===== src/rtl/arb_pkg.sv =====
// Shared types and helpers for the N-way arbiter family.
package arb_pkg;

  typedef enum logic {
    ARB_RR    = 1'b0,
    ARB_FIXED = 1'b1
  } arb_mode_e;

  typedef enum logic {
    ST_IDLE  = 1'b0,
    ST_GRANT = 1'b1
  } arb_state_e;

  localparam int ARB_MAX_N = 32;

  // OR-reduction form keeps this a flat mux tree rather than a priority chain.
  function automatic logic [4:0] onehot2idx(input logic [ARB_MAX_N-1:0] oh);
    logic [4:0] idx;
    idx = '0;
    for (int i = 0; i < ARB_MAX_N; i++) begin
      if (oh[i]) idx |= 5'(i);
    end
    return idx;
  endfunction

endpackage


===== src/rtl/rr_pick.sv =====
// Combinational masked priority encoder; in round-robin mode the search
// starts at start_i and wraps modulo N, in fixed mode it starts at 0.
import arb_pkg::*;

module rr_pick #(
  parameter int N  = 4,
  parameter int IW = (N > 1) ? $clog2(N) : 1
) (
  input  logic [N-1:0]  req_i,
  input  logic [N-1:0]  mask_i,
  input  logic [IW-1:0] start_i,
  input  logic          mode_i,
  output logic [N-1:0]  gnt_o,
  output logic [IW-1:0] idx_o,
  output logic          any_o
);

  logic [N-1:0]  eff;
  logic [IW-1:0] base;

  assign eff  = req_i & ~mask_i;
  assign base = (mode_i == ARB_FIXED) ? '0 : start_i;

  function automatic int wrap_idx(input int p);
    return (p >= N) ? p - N : p;
  endfunction

  always_comb begin
    any_o = 1'b0;
    idx_o = '0;
    for (int off = 0; off < N; off++) begin
      for (int i = 0; i < N; i++) begin
        if (!any_o && eff[i] && (i == wrap_idx(int'(base) + off))) begin
          any_o = 1'b1;
          idx_o = IW'(i);
        end
      end
    end
  end

  for (genvar gi = 0; gi < N; gi++) begin : g_onehot
    assign gnt_o[gi] = any_o && (idx_o == IW'(gi));
  end

endmodule


===== src/rtl/rr_arbiter_n.sv =====
// N-requester arbiter with registered one-hot grant, runtime round-robin /
// fixed-priority mode and a per-grant hold quantum.
import arb_pkg::*;

module rr_arbiter_n #(
  parameter  int N  = 4,
  parameter  int QW = 4,
  localparam int IW = (N > 1) ? $clog2(N) : 1
) (
  input  logic          clk,
  input  logic          rst_n,
  input  logic [N-1:0]  req,
  input  logic          mode,
  input  logic [QW-1:0] quantum,
  output logic [N-1:0]  gnt,
  output logic [IW-1:0] gnt_id,
  output logic          gnt_vld
);

  arb_state_e state_q, state_d;
  logic [QW-1:0] cnt_q, cnt_d, qmax;
  logic [IW-1:0] last_q, last_d, start;
  logic [N-1:0]  gnt_q, gnt_d, mask;
  logic [IW-1:0] gnt_id_q, gnt_id_d;
  logic          gnt_vld_q, gnt_vld_d;
  logic          owner_req, expired, take;
  logic [N-1:0]  pick_gnt;
  logic [IW-1:0] pick_idx;
  logic          pick_any;
  logic [ARB_MAX_N-1:0] gnt_ext;

  assign qmax      = (quantum == '0) ? QW'(1) : quantum;
  assign start     = (last_q == IW'(N - 1)) ? '0 : last_q + IW'(1);
  assign owner_req = |(req & gnt_q);
  // >= rather than == so a quantum lowered below cnt expires at once.
  assign expired   = (cnt_q >= qmax);
  assign mask      = (state_q == ST_GRANT && owner_req && expired) ? gnt_q : '0;

  rr_pick #(.N(N), .IW(IW)) u_pick (
    .req_i   (req),
    .mask_i  (mask),
    .start_i (start),
    .mode_i  (mode),
    .gnt_o   (pick_gnt),
    .idx_o   (pick_idx),
    .any_o   (pick_any)
  );

  always_comb begin
    state_d = state_q;
    cnt_d   = cnt_q;
    last_d  = last_q;
    gnt_d   = gnt_q;
    take    = 1'b0;
    case (state_q)
      ST_IDLE: take = pick_any;
      ST_GRANT: begin
        if (!owner_req) begin
          take = pick_any;
          if (!pick_any) begin
            state_d = ST_IDLE;
            gnt_d   = '0;
            cnt_d   = '0;
          end
        end else if (!expired) begin
          cnt_d = (cnt_q == '1) ? cnt_q : cnt_q + QW'(1);
        end else if (pick_any) begin
          take = 1'b1;
        end else begin
          cnt_d  = QW'(1);
          last_d = gnt_id_q;
        end
      end
      default: begin
        state_d = ST_IDLE;
        gnt_d   = '0;
        cnt_d   = '0;
      end
    endcase
    if (take) begin
      state_d = ST_GRANT;
      gnt_d   = pick_gnt;
      cnt_d   = QW'(1);
      last_d  = pick_idx;
    end
    gnt_ext          = '0;
    gnt_ext[N-1:0]   = gnt_d;
    gnt_id_d         = IW'(onehot2idx(gnt_ext));
    gnt_vld_d        = |gnt_d;
  end

  always_ff @(posedge clk or negedge rst_n) begin
    if (!rst_n) begin
      state_q   <= ST_IDLE;
      cnt_q     <= '0;
      last_q    <= IW'(N - 1);
      gnt_q     <= '0;
      gnt_id_q  <= '0;
      gnt_vld_q <= 1'b0;
    end else begin
      state_q   <= state_d;
      cnt_q     <= cnt_d;
      last_q    <= last_d;
      gnt_q     <= gnt_d;
      gnt_id_q  <= gnt_id_d;
      gnt_vld_q <= gnt_vld_d;
    end
  end

  assign gnt     = gnt_q;
  assign gnt_id  = gnt_id_q;
  assign gnt_vld = gnt_vld_q;

endmodule


===== config.mk =====
export PLATFORM = sky130hd
export DESIGN_NAME = rr_arbiter_n
export DESIGN_NICKNAME = d
export VERILOG_FILES = /design/src/rtl/arb_pkg.sv /design/src/rtl/rr_pick.sv /design/src/rtl/rr_arbiter_n.sv
export SDC_FILE = /design/constraint.sdc
export NUM_CORES = 1
export LEC_CHECK = 0
export BUFFER_PORTS_ARGS = -buffer_cell sky130_fd_sc_hd__buf_4
export CORE_MARGIN = 3
export CORE_UTILIZATION = 57
export CTS_CLUSTER_SIZE = 10
export DETAILED_ROUTE_END_ITERATION = 7
export PLACE_DENSITY_LB_ADDON = 0.1
export SKIP_CTS_REPAIR_TIMING = 1
export SLEW_MARGIN = 40
export SYNTH_ARGS = -nofsm -noshare
export SYNTH_HDL_FRONTEND = slang
export SYNTH_SLANG_ARGS = --single-unit

===== constraint.sdc =====
create_clock -name clk -period 3.9 [get_ports clk]
set_clock_uncertainty 0.1 [all_clocks]
set_input_delay 0.975 -clock clk [delete_from_list [all_inputs] [get_ports clk]]
set_output_delay 0.975 -clock clk [all_outputs]
set_load 0.02 [all_outputs]

==> summary.txt, run 1 <==
Run status
  • Status: completed

Finish
  • Layout Nets: 198
  • Most frequent cells in the layout: 23 x buf_4, 16 x nand2_1, 12 x nor2_1, 12 x dfrtp_1
  • # fillers: between 150 and 200
  • Ant. Diodes: 0
  • Multi-input gate area: around 870 µm²
  • Layout cells sized above 1: a little over a fifth
  • Syn-to-layout area delta: 15.73%
  • Storage cell area: roughly 350 µm²
  • Most common cell after layout, fill and taps aside: buf_4

Global route
  • GRT Overall Usage: approximately 29%
  • Global route total overflow: 0
  • Largest net degree at the start of global routing: 15
  • First-pass GRT wire length: approximately 6000 µm
  • Antenna violations before repair: 0
  • Vias in the first global route: roughly 1300

Worst setup path
  • Critical path launch point type: input port
  • R2R Setup Slk: 810 ps
  • Register-to-Register Path Depth: 10
  • Kind of end point of the critical path: register
  • Arrival time at the worst endpoint: around 3700 ps
  • Crit-path cells: buf_4 -> inv_1 -> a31o_2 -> ha_1 -> nor2b_1 -> o21a_2 -> o31a_1 -> o2111ai_2 -> o311ai_4 -> or2_1 -> or4_1 -> o221a_2
  • Crit path launch: quantum[3]
  • Worst reg2reg startpoint: cnt_q[0]$_DFFE_PN0P_
  • CP max stage cell: or4_1
  • Setup CP Type: in -> reg
  • Crit path capture: last_q[1]$_DFFE_PN1P_
  • Worst R2R End: last_q[1]$_DFFE_PN1P_
  • Crit Path Max Fanout: 8
  • Worst Path Required: approximately 4000 ps
  • Crit path largest cell delay: 510 ps

STA
  • RSZ-0062 raised after global routing: no
  • Worst-margin pin slew: 485.4 ps
  • Final setup fails: 0
  • Final hold violation count: 0
  • Fmax: about 280 MHz
  • Slew HR: between 60% and 70%
  • Max-slew violation count: 0
  • Final worst path period need: between 3000 and 4000 ps
  • Total negative setup slack: 0 ps
  • Crit share post-route: around 93%

Synthesis
  • XOR/XNOR Fraction of Synth Area: less than 1%
  • Number of distinct library cells after synthesis: between 50 and 60
  • Mux share of post-synthesis cell area: 2.317%
  • Number of flops mapped to enable cells by yosys: 0
  • Sequential share of the synthesized area: about 27%
  • Post-Synth Adder-Cell Area: roughly 5.8%
  • Mapped Avg Cell Area: approximately 8.2 µm²
  • Mapped cell area: about 1300 µm²
  • Compound-Gate Fraction of Synth Area: around a third
  • Simple-Gate Fraction of Synth Area: a little over a quarter
  • YS warnings: 0
  • Syn_nets: roughly 180
  • FF+latch count, synth: 14
  • Synth Flop Type: dfrtp_1
  • Synth Instances: approximately 160
  • Post-synthesis async set-or-reset flop share: 100.0%
  • Largest family of logic cells by synthesized area: compound AO/OA/AOI/OAI gates

Clock tree
  • Clock sinks: 14
  • Clk_lat worst skew: between 200 and 300 ps
  • Root buf cell: clkbuf_4
  • Bufs on Longest Clock Path: 2
  • # H-tree levels: 1
  • TritonCTS clock tree: built
  • Clock slew at reported path FFs: around 90 ps
  • Num CTS Buffers: 3

Die
  • IO Pins: 18
  • Initial Util: between 60% and 70%
  • Core area: 2062 µm²
  • DIE AREA: slightly below 3000 µm²
  • Std-Cell Rows: 16
  • Die height: 53.69 µm
  • Width of the die: 53.69 µm

Route
  • Vias/cell: between 6 and 7
  • Drt wl/cell: approximately 17 µm
  • Vias: around 1400
  • TritonRoute pass-1 iters: 4
  • Total Wirelength: ~3600 µm
  • Initial drt markers: 54
  • Antenna-violating nets left: 0
  • DRC: 0

Place
  • Port Buffers: 17
  • DP HPWL: roughly 2800 µm
  • RD Place Congestion: a little over 0.9

Power and ir drop
  • Power Density: about 950 nW/µm²
  • Worst IR drop on VDD: roughly 0.80 mV
  • Leakage power: roughly 0.65 nW
  • Total Power Consumption: roughly 1.4 mW

Flow run
  • Max-Cap Viols: 0

Hold path
  • Hold crit path type: in -> async
[metal layers]
layer | up-vias | share of wire [%] | wire [µm] | GRT usage (%)
li1 | 639 | - | - | -
met1 | 638 | 43 | 1542 | 37.33
met2 | 68 | 48 | 1744 | 46.77
met3 | 7 | 7.9 | 285 | 6.094
met4 | 0 | 1.2 | 42 | 9.362
met5 | - | 0 | 0 | 0
[critical path: cells and delay by family]
kind	cells	cell delay [ps]
compound gates	6	1460
simple gates	3	920
buf+inv	2	110
fa+ha+maj	1	260
[cell families (layout without fill, tap and decap cells)]
| family | after synthesis | after routing |
|---|---|---|
| AO/OA/AOI/OAI | 54 | 54 |
| XOR/XNOR | 1 | 1 |
| adder cells (fa/ha/maj) | 6 | 6 |
| buffers and inverters | 16 | 38 |
| flip-flops | 14 | 14 |
| multiplexers | 3 | 3 |
| AND/OR/NAND/NOR | 64 | 64 |
[stage by stage]
step	instances	hold slack [ps]	worst slack, ps	utilization, %	instance area, µm²
global route	207	421.0	159.4	72.75	1500
finish	207	415.7	286.0	72.75	1500
global placement	203	415.6	69.45	71.48	1474
CTS	207	420.2	296.5	72.75	1500
floorplan	158	395.1	202.6	-	1296
detailed placement	203	438.4	3.650	71.48	1474
[flip-flops by register name (all words and copies together) (netlist names)]
signal and count:
cnt_q 4, gnt 4, gnt_id 2, gnt_vld 1
last_q 2, state_q 1
[area by class of cell]
| type | count | area share (%) |
|---|---|---|
| clock buffer | 4 | 1.751 |
| inverter | 11 | 2.752 |
| multi-input combinational | 128 | 58.22 |
| timing repair buffer | 23 | 11.51 |
| sequential | 14 | 23.52 |
| tap | 27 | 2.252 |
[worst min path at each step]
stage	startpoint	to	slack [ps]	cells past startpoint
6_report	rst_n	gnt_vld$_DFF_PN0_	420	1
2_1_floorplan	last_q[0]$_DFFE_PN1P_	last_q[0]$_DFFE_PN1P_	400	2
5_1_grt	rst_n	state_q$_DFF_PN0_	420	1
4_1_cts	rst_n	gnt_vld$_DFF_PN0_	420	1
3_3_place_gp	last_q[0]$_DFFE_PN1P_	last_q[0]$_DFFE_PN1P_	420	2
3_5_place_dp	last_q[0]$_DFFE_PN1P_	last_q[0]$_DFFE_PN1P_	440	2
[power breakdown]
group | switching [mW] | internal [mW] | leakage, nW | total [mW]
clock | 0.0481 | 0.0398 | 0.0150 | 0.0879
combinational | 0.606 | 0.434 | 0.464 | 1.04
sequential | 0.0760 | 0.221 | 0.169 | 0.297
[cell usage after synthesis, types with 2 or more instances]
cell | count | area share [%]
nor2_1 | 12 | 3.5
dfrtp_1 | 12 | 23
nand4_1 | 5 | 2.4
a22o_1 | 2 | 1.4
a21oi_1 | 10 | 3.9
o211ai_1 | 5 | 2.9
buf_2 | 2 | 0.77
o311ai_1 | 2 | 1.4
nor2b_1 | 4 | 1.9
nand2b_1 | 4 | 1.9
nand2_1 | 16 | 4.6
nor3_1 | 4 | 1.5
nand3_1 | 5 | 1.9
and3_1 | 2 | 0.97
o31ai_1 | 3 | 1.7
inv_1 | 10 | 2.9
mux2i_1 | 3 | 2.3
o31a_1 | 3 | 2.0
nand4b_1 | 2 | 1.4
ha_1 | 6 | 5.8
o21ai_1 | 3 | 1.2
o21ai_0 | 8 | 3.1
dfstp_2 | 2 | 4.1
o21a_1 | 2 | 1.2
or2_2 | 3 | 1.4
or2_1 | 2 | 0.97
Note: power is estimated with default switching activity, not from simulation.
==> run 2, diff against run 1 <==
--- a/config.mk
+++ b/config.mk
@@ -7,7 +7,8 @@
 export LEC_CHECK = 0
 export BUFFER_PORTS_ARGS = -buffer_cell sky130_fd_sc_hd__buf_4
 export CORE_MARGIN = 3
-export CORE_UTILIZATION = 57
+export CORE_UTILIZATION = 58
+export CTS_BUF_LIST = sky130_fd_sc_hd__clkbuf_8
 export CTS_CLUSTER_SIZE = 10
 export DETAILED_ROUTE_END_ITERATION = 7
 export PLACE_DENSITY_LB_ADDON = 0.1
==> summary.txt, run 2 (synthesis results as in run 1) <==
Run status
  • Status: completed

Finish
  • Storage cell area: 352.8 µm² (unchanged)
  • # fillers: 161 (unchanged)
  • Multi-input gate area: 873.3 µm² (unchanged)
  • Most common cell after layout, fill and taps aside: buf_4
  • Layout Nets: 196 (-1.0%)
  • Non-Filler Instances: 205 (-0.97%)
  • Ant. Diodes: 0 (unchanged)
  • Syn-to-layout area delta: 16.80%
  • Most frequent cells in the layout: 21 x buf_4, 16 x nand2_1, 12 x nor2_1, 12 x dfrtp_1
  • Layout cells sized above 1: 21.35% (-0.32 points)

STA
  • Final worst path period need: 3617 ps (+2.745 ps)
  • Final setup fails: 0 (unchanged)
  • Total negative setup slack: 0 ps (unchanged)
  • Worst-margin pin slew: 532.9 ps (+47.59 ps)
  • Crit share post-route: 92.74% (about the same)
  • Hold_ws: 424.0 ps (+8.273 ps)
  • Slew HR: 64.17% (-3.2 points)
  • Final hold violation count: 0 (unchanged)
  • Max-slew violation count: 0 (unchanged)
  • RSZ-0062 raised after global routing: no
  • Fmax: 276.5 MHz (about the same)

Worst setup path
  • Arrival time at the worst endpoint: 3700 ps (-30 ps)
  • Crit Path Max Fanout: 8 (unchanged)
  • Worst Path Required: 3980 ps (-30 ps)
  • Register-to-Register Path Depth: 10 (unchanged)
  • Kind of end point of the critical path: register
  • Critical path launch point type: input port
  • Setup CP Type: in -> reg

Route
  • Total Wirelength: 3267 µm (-9.6%)
  • Vias/cell: 6.405 (-1.9%)
  • TritonRoute pass-1 iters: 4 (unchanged)
  • Initial drt markers: 48 (-11%)
  • Vias: 1313 (-2.9%)
  • Drt wl/cell: 15.94 µm (-8.7%)
  • DRC: 0 (unchanged)
  • Antenna-violating nets left: 0 (unchanged)

Flow run
  • Max-Cap Viols: 0 (unchanged)

Global route
  • Global route total overflow: 0 (unchanged)
  • Antenna violations before repair: 0 (unchanged)
  • GR Util met3: 8.169% (+2.1 points)
  • GRT Overall Usage: 26.97% (-1.7 points)
  • First-pass GRT wire length: 5568 µm (-7.1%)
  • GR Layer Usage met1: 34.90% (-2.4 points)
  • Grt met2 use: 41.02% (-5.8 points)
  • Vias in the first global route: 1232 (-6.0%)
  • Global routing's busiest layer: met2
  • Largest net degree at the start of global routing: 15 (unchanged)

Clock tree
  • Bufs on Longest Clock Path: 2 (unchanged)
  • Root buf cell: clkbuf_8
  • TritonCTS clock tree: built
  • Num CTS Buffers: 3 (unchanged)
  • Clk_lat worst skew: 250 ps (-40 ps)
  • Clock slew at reported path FFs: 60 ps (-30 ps)
  • Clock sinks: 14 (unchanged)
  • # H-tree levels: 1 (unchanged)

Hold path
  • Hold crit path type: reg -> reg
  • Cells on Worst Hold Path: 2

Die
  • Die height: 53.28 µm (-0.76%)
  • Initial Util: 63.48% (+0.62 points)
  • Std-Cell Rows: 16 (unchanged)
  • Width of the die: 53.28 µm (-0.76%)
  • IO Pins: 18 (unchanged)
  • DIE AREA: 2838 µm² (-1.5%)
  • Core area: 2042 µm² (-0.97%)

Power and ir drop
  • Switching part of the total: 48.80% (-2.4 points)
  • Flop pwr share: 20.6% (-0.3 points)
  • Total Power Consumption: 1.441 mW (+1.1%)
  • Sw power: 0.7033 mW (-3.7%)
  • Leakage power: 0.6518 nW (+0.70%)
  • Worst IR drop on VDD: 0.6376 mV (-20%)
  • Clock power frac: 9.8% (+3.6 points)
  • Logic gate share of total power: 69.6% (-3.4 points)
  • Power Density: 951.8 nW/µm² (+0.22%)
  • Pint: 0.7377 mW (+6.2%)

Place
  • DP HPWL: 2547 µm (-11%)
  • Port Buffers: 17 (unchanged)
  • Placed insts: 201 (-0.99%)
  • RD Place Congestion: 0.9438 (+1.9%)
==> run 2: changes by cell type in the layout (fill, tap and decap cells not counted) <==
cell      change
clkbuf_8      +4
buf_4         -2
clkbuf_4      -3
clkbuf_1      -1
==> run 2: per-stage QoR <==
| step | util, % | area (µm²) | setup WS [ps] |
|---|---|---|---|
| 3_3_place_gp | 71.45 | 1459 | 92.37 |
| 2_1_floorplan | - | 1296 | 202.6 |
| 3_5_place_dp | 71.45 | 1459 | 33.96 |
| 5_1_grt | 74.14 | 1514 | 148.9 |
| 4_1_cts | 74.14 | 1514 | 294.9 |
| 6_report | 74.14 | 1514 | 283.3 |
==> run 2: worst max-delay path, cell delays in order <==
cell and delay, ps:
buf_4 70, inv_1 40, a31o_2 240, ha_1 270, nor2b_1 50, o21a_2 240, o31a_1 390, o2111ai_2 270
o311ai_4 170, or2_1 350, or4_1 490, o221a_2 130
==> run 2: path summary, 6_finish.rpt <==
check / from / end / slack [ps]
max in group asynchronous: rst_n / last_q[1]$_DFFE_PN1P_ / 3000
min in group asynchronous: rst_n / gnt_id[1]$_DFF_PN0_ / 470
setup / recovery: quantum[3] / last_q[1]$_DFFE_PN1P_ / 280
setup reg to reg: cnt_q[2]$_DFFE_PN0P_ / gnt_vld$_DFF_PN0_ / 740
hold reg to reg: last_q[0]$_DFFE_PN1P_ / last_q[0]$_DFFE_PN1P_ / 420
hold / removal: last_q[0]$_DFFE_PN1P_ / last_q[0]$_DFFE_PN1P_ / 420
==> run 2: area by class of cell <==
cell class	instances	area share [%]
clock buffers	4	3.636
inverters	11	2.727
multi-input cells	128	57.69
flip-flops and latches	14	23.31
well taps	27	2.231
repair buffers	21	10.41
==> run 2: metal layers <==
layer | routed length, µm | vias up
li1 | - | 633
met1 | 1416 | 608
met2 | 1538 | 59
met3 | 250 | 13
met4 | 62 | 0
met5 | 0 | -
==> run 2: power by group through the flow <==
stage	registers, mW	logic (mW)	clock network, mW
2_1_floorplan	0.304	0.718	0
3_3_place_gp	0.295	0.963	0
3_5_place_dp	0.297	0.980	0
4_1_cts	0.295	0.990	0.144
5_1_grt	0.306	1.10	0.153
6_report	0.296	1.00	0.141
==> run 3, diff against run 2 <==
==> constraint.sdc (replaced) <==
create_clock -name clk -period 4.6 [get_ports clk]
set_clock_uncertainty 0.1 [all_clocks]
set_input_delay 1.15 -clock clk [delete_from_list [all_inputs] [get_ports clk]]
set_output_delay 1.15 -clock clk [all_outputs]
set_load 0.02 [all_outputs]
==> summary.txt, run 3 (synthesis results as in run 1) <==
Run status
  • Status: completed

Worst setup path
  • Crit path launch: quantum[3]
  • Arrival time at the worst endpoint: 3920 ps (+220 ps)
  • Kind of end point of the critical path: register
  • Critical path launch point type: input port
  • Critical path depth: 12 (unchanged)
  • Worst Path Required: 4680 ps (+700 ps)
  • CP top delay family: compound AO/OA/AOI/OAI gates
  • Setup CP Type: in -> reg
  • R2R Setup Slk: 1450 ps (+710 ps)
  • Worst reg2reg startpoint: cnt_q[2]$_DFFE_PN0P_
  • Crit Path Max Fanout: 8 (unchanged)
  • Worst Path Buf+Inv: 2 (unchanged)
  • Crit-path cells: buf_4 -> inv_1 -> a31o_2 -> ha_1 -> nor2b_1 -> o21a_2 -> o31a_1 -> o2111ai_2 -> o311ai_4 -> or2_1 -> or4_1 -> o221a_2
  • Crit path largest cell delay: 500 ps (about the same)
  • CP max stage cell: or4_1
  • Worst R2R End: gnt_vld$_DFF_PN0_
  • Crit path capture: last_q[1]$_DFFE_PN1P_
  • Register-to-Register Path Depth: 9 (-1)

Finish
  • Ant. Diodes: 0 (unchanged)
  • Most common cell after layout, fill and taps aside: buf_4
  • # fillers: 165 (+2.5%)
  • Layout cells sized above 1: 20.00% (-1.3 points)
  • Layout Nets: 193 (-1.5%)
  • Most frequent cells in the layout: 17 x buf_4, 16 x nand2_1, 12 x nor2_1, 12 x dfrtp_1
  • Syn-to-layout area delta: 14.87%
  • Final Core Density: 72.92% (-1.2 points)
  • Post-route cell area: 1489 µm² (-1.7%)

Die
  • Width of the die: 53.28 µm (unchanged)
  • IO Pins: 18 (unchanged)
  • DIE AREA: 2838 µm² (unchanged)
  • Die height: 53.28 µm (unchanged)
  • Core area: 2042 µm² (unchanged)
  • Std-Cell Rows: 16 (unchanged)
  • Initial Util: 63.48% (unchanged)

STA
  • Final hold violation count: 0 (unchanged)
  • Total negative setup slack: 0 ps (unchanged)
  • Slew HR: 63.13% (-1.0 points)
  • Worst-margin pin slew: 551.0 ps (+18.06 ps)
  • Fmax: about 260 MHz
  • Max-slew violation count: 0 (unchanged)
  • RSZ-0062 raised after global routing: no
  • Fin worst setup slack: 754.1 ps (+470.8 ps)
  • Final setup fails: 0 (unchanged)
  • Crit share post-route: 83.61%
  • Final worst path period need: around 3800 ps

Flow run
  • Max-Cap Viols: 0 (unchanged)

Clock tree
  • Root buf cell: clkbuf_8
  • TritonCTS clock tree: built
  • Clock sinks: 14 (unchanged)
  • Bufs on Longest Clock Path: 2 (unchanged)
  • # H-tree levels: 1 (unchanged)
  • Clock slew at reported path FFs: 60 ps (about the same)
  • Num CTS Buffers: 3 (unchanged)
  • Clk_lat worst skew: 240 ps (about the same)

Power and ir drop
  • Power Density: 783.8 nW/µm² (-18%)
  • Leakage power: 0.6367 nW (-2.3%)
  • Worst IR drop on VDD: 0.6006 mV (-5.8%)

Place
  • Place WS: 511.9 ps (+478.0 ps)
  • RD Place Congestion: 0.9547 (+1.2%)
  • Port Buffers: 17 (unchanged)
  • DP HPWL: 2478 µm (-2.7%)
  • Placed Area: 1429 µm² (-2.1%)

Hold path
  • Cells on Worst Hold Path: 2 (unchanged)
  • Hold crit path type: reg -> reg

Route
  • Antenna-violating nets left: 0 (unchanged)
  • Initial drt markers: 44 (-8.3%)
  • Vias: 1292 (-1.6%)
  • DRC: 0 (unchanged)
  • Vias/cell: 6.396 (-0.14%)
  • Total Wirelength: 3190 µm (-2.4%)
  • Drt wl/cell: 15.79 µm (-0.91%)
  • TritonRoute pass-1 iters: 4 (unchanged)

Global route
  • First-pass GRT wire length: 5492 µm (-1.4%)
  • Vias in the first global route: 1235 (+0.24%)
  • Global route total overflow: 0 (unchanged)
  • GRT Overall Usage: 26.56% (-0.41 points)
  • Largest net degree at the start of global routing: 15 (unchanged)
  • Antenna violations before repair: 0 (unchanged)
## run 3: changes by cell type in the layout (fill, tap and decap cells not counted)
cell / previous run / this run
buf_4: 21 / 17
clkbuf_2: 0 / 1
## run 3: per-stage QoR
step                power (mW)  instances  hold WS [ps]
floorplan               0.8662        158         395.1
global placement         1.018        197         415.7
detailed placement       1.030        197         413.6
CTS                      1.159        201         427.4
global route             1.269        202         455.0
finish                   1.167        202         421.8
## run 3: area by class of cell
type	count	area (µm²)	share of cell area, %
timing repair buffer	18	132.6	8.908
inverter	11	41.29	2.773
clock buffer	4	55.05	3.697
sequential	14	352.8	23.70
tap	27	33.78	2.269
multi-input combinational	128	873.3	58.66
## run 3: worst min-delay path by stage
| stage | start | end | slack, ps |
|---|---|---|---|
| final | last_q[0]$_DFFE_PN1P_ | last_q[0]$_DFFE_PN1P_ | 420 |
| after global routing | last_q[0]$_DFFE_PN1P_ | last_q[0]$_DFFE_PN1P_ | 450 |
| after CTS | last_q[0]$_DFFE_PN1P_ | last_q[0]$_DFFE_PN1P_ | 430 |
| after detailed placement | last_q[0]$_DFFE_PN1P_ | last_q[0]$_DFFE_PN1P_ | 410 |
| after global placement | last_q[0]$_DFFE_PN1P_ | last_q[0]$_DFFE_PN1P_ | 420 |
| after floorplan | last_q[0]$_DFFE_PN1P_ | last_q[0]$_DFFE_PN1P_ | 400 |
## run 3: power breakdown
group          switching (mW)  leakage (nW)  total [mW]  internal (mW)
clock                  0.0421        0.0288       0.118         0.0758
combinational           0.476         0.439       0.800          0.324
sequential             0.0611         0.169       0.249          0.188
total                   0.579         0.637        1.17          0.588
## run 3: worst reg2reg max path, delay by kind of cell, from the launching register on
kind,cells,cell delay [ps]
AND/OR/NAND/NOR,3,710
AO/OA/AOI/OAI,5,1480
flip-flops,1,420
adder cells (fa/ha/maj),1,310
## run 3: routing by layer
layer / part of all wire (%) / vias up / track usage (%)
met4: 1.1 / 0 / 5.532
met2: 49 / 48 / 43.06
met1: 41 / 608 / 34.79
li1: - / 630 / -
met3: 8.3 / 6 / 7.606
met5: 0 / - / 0
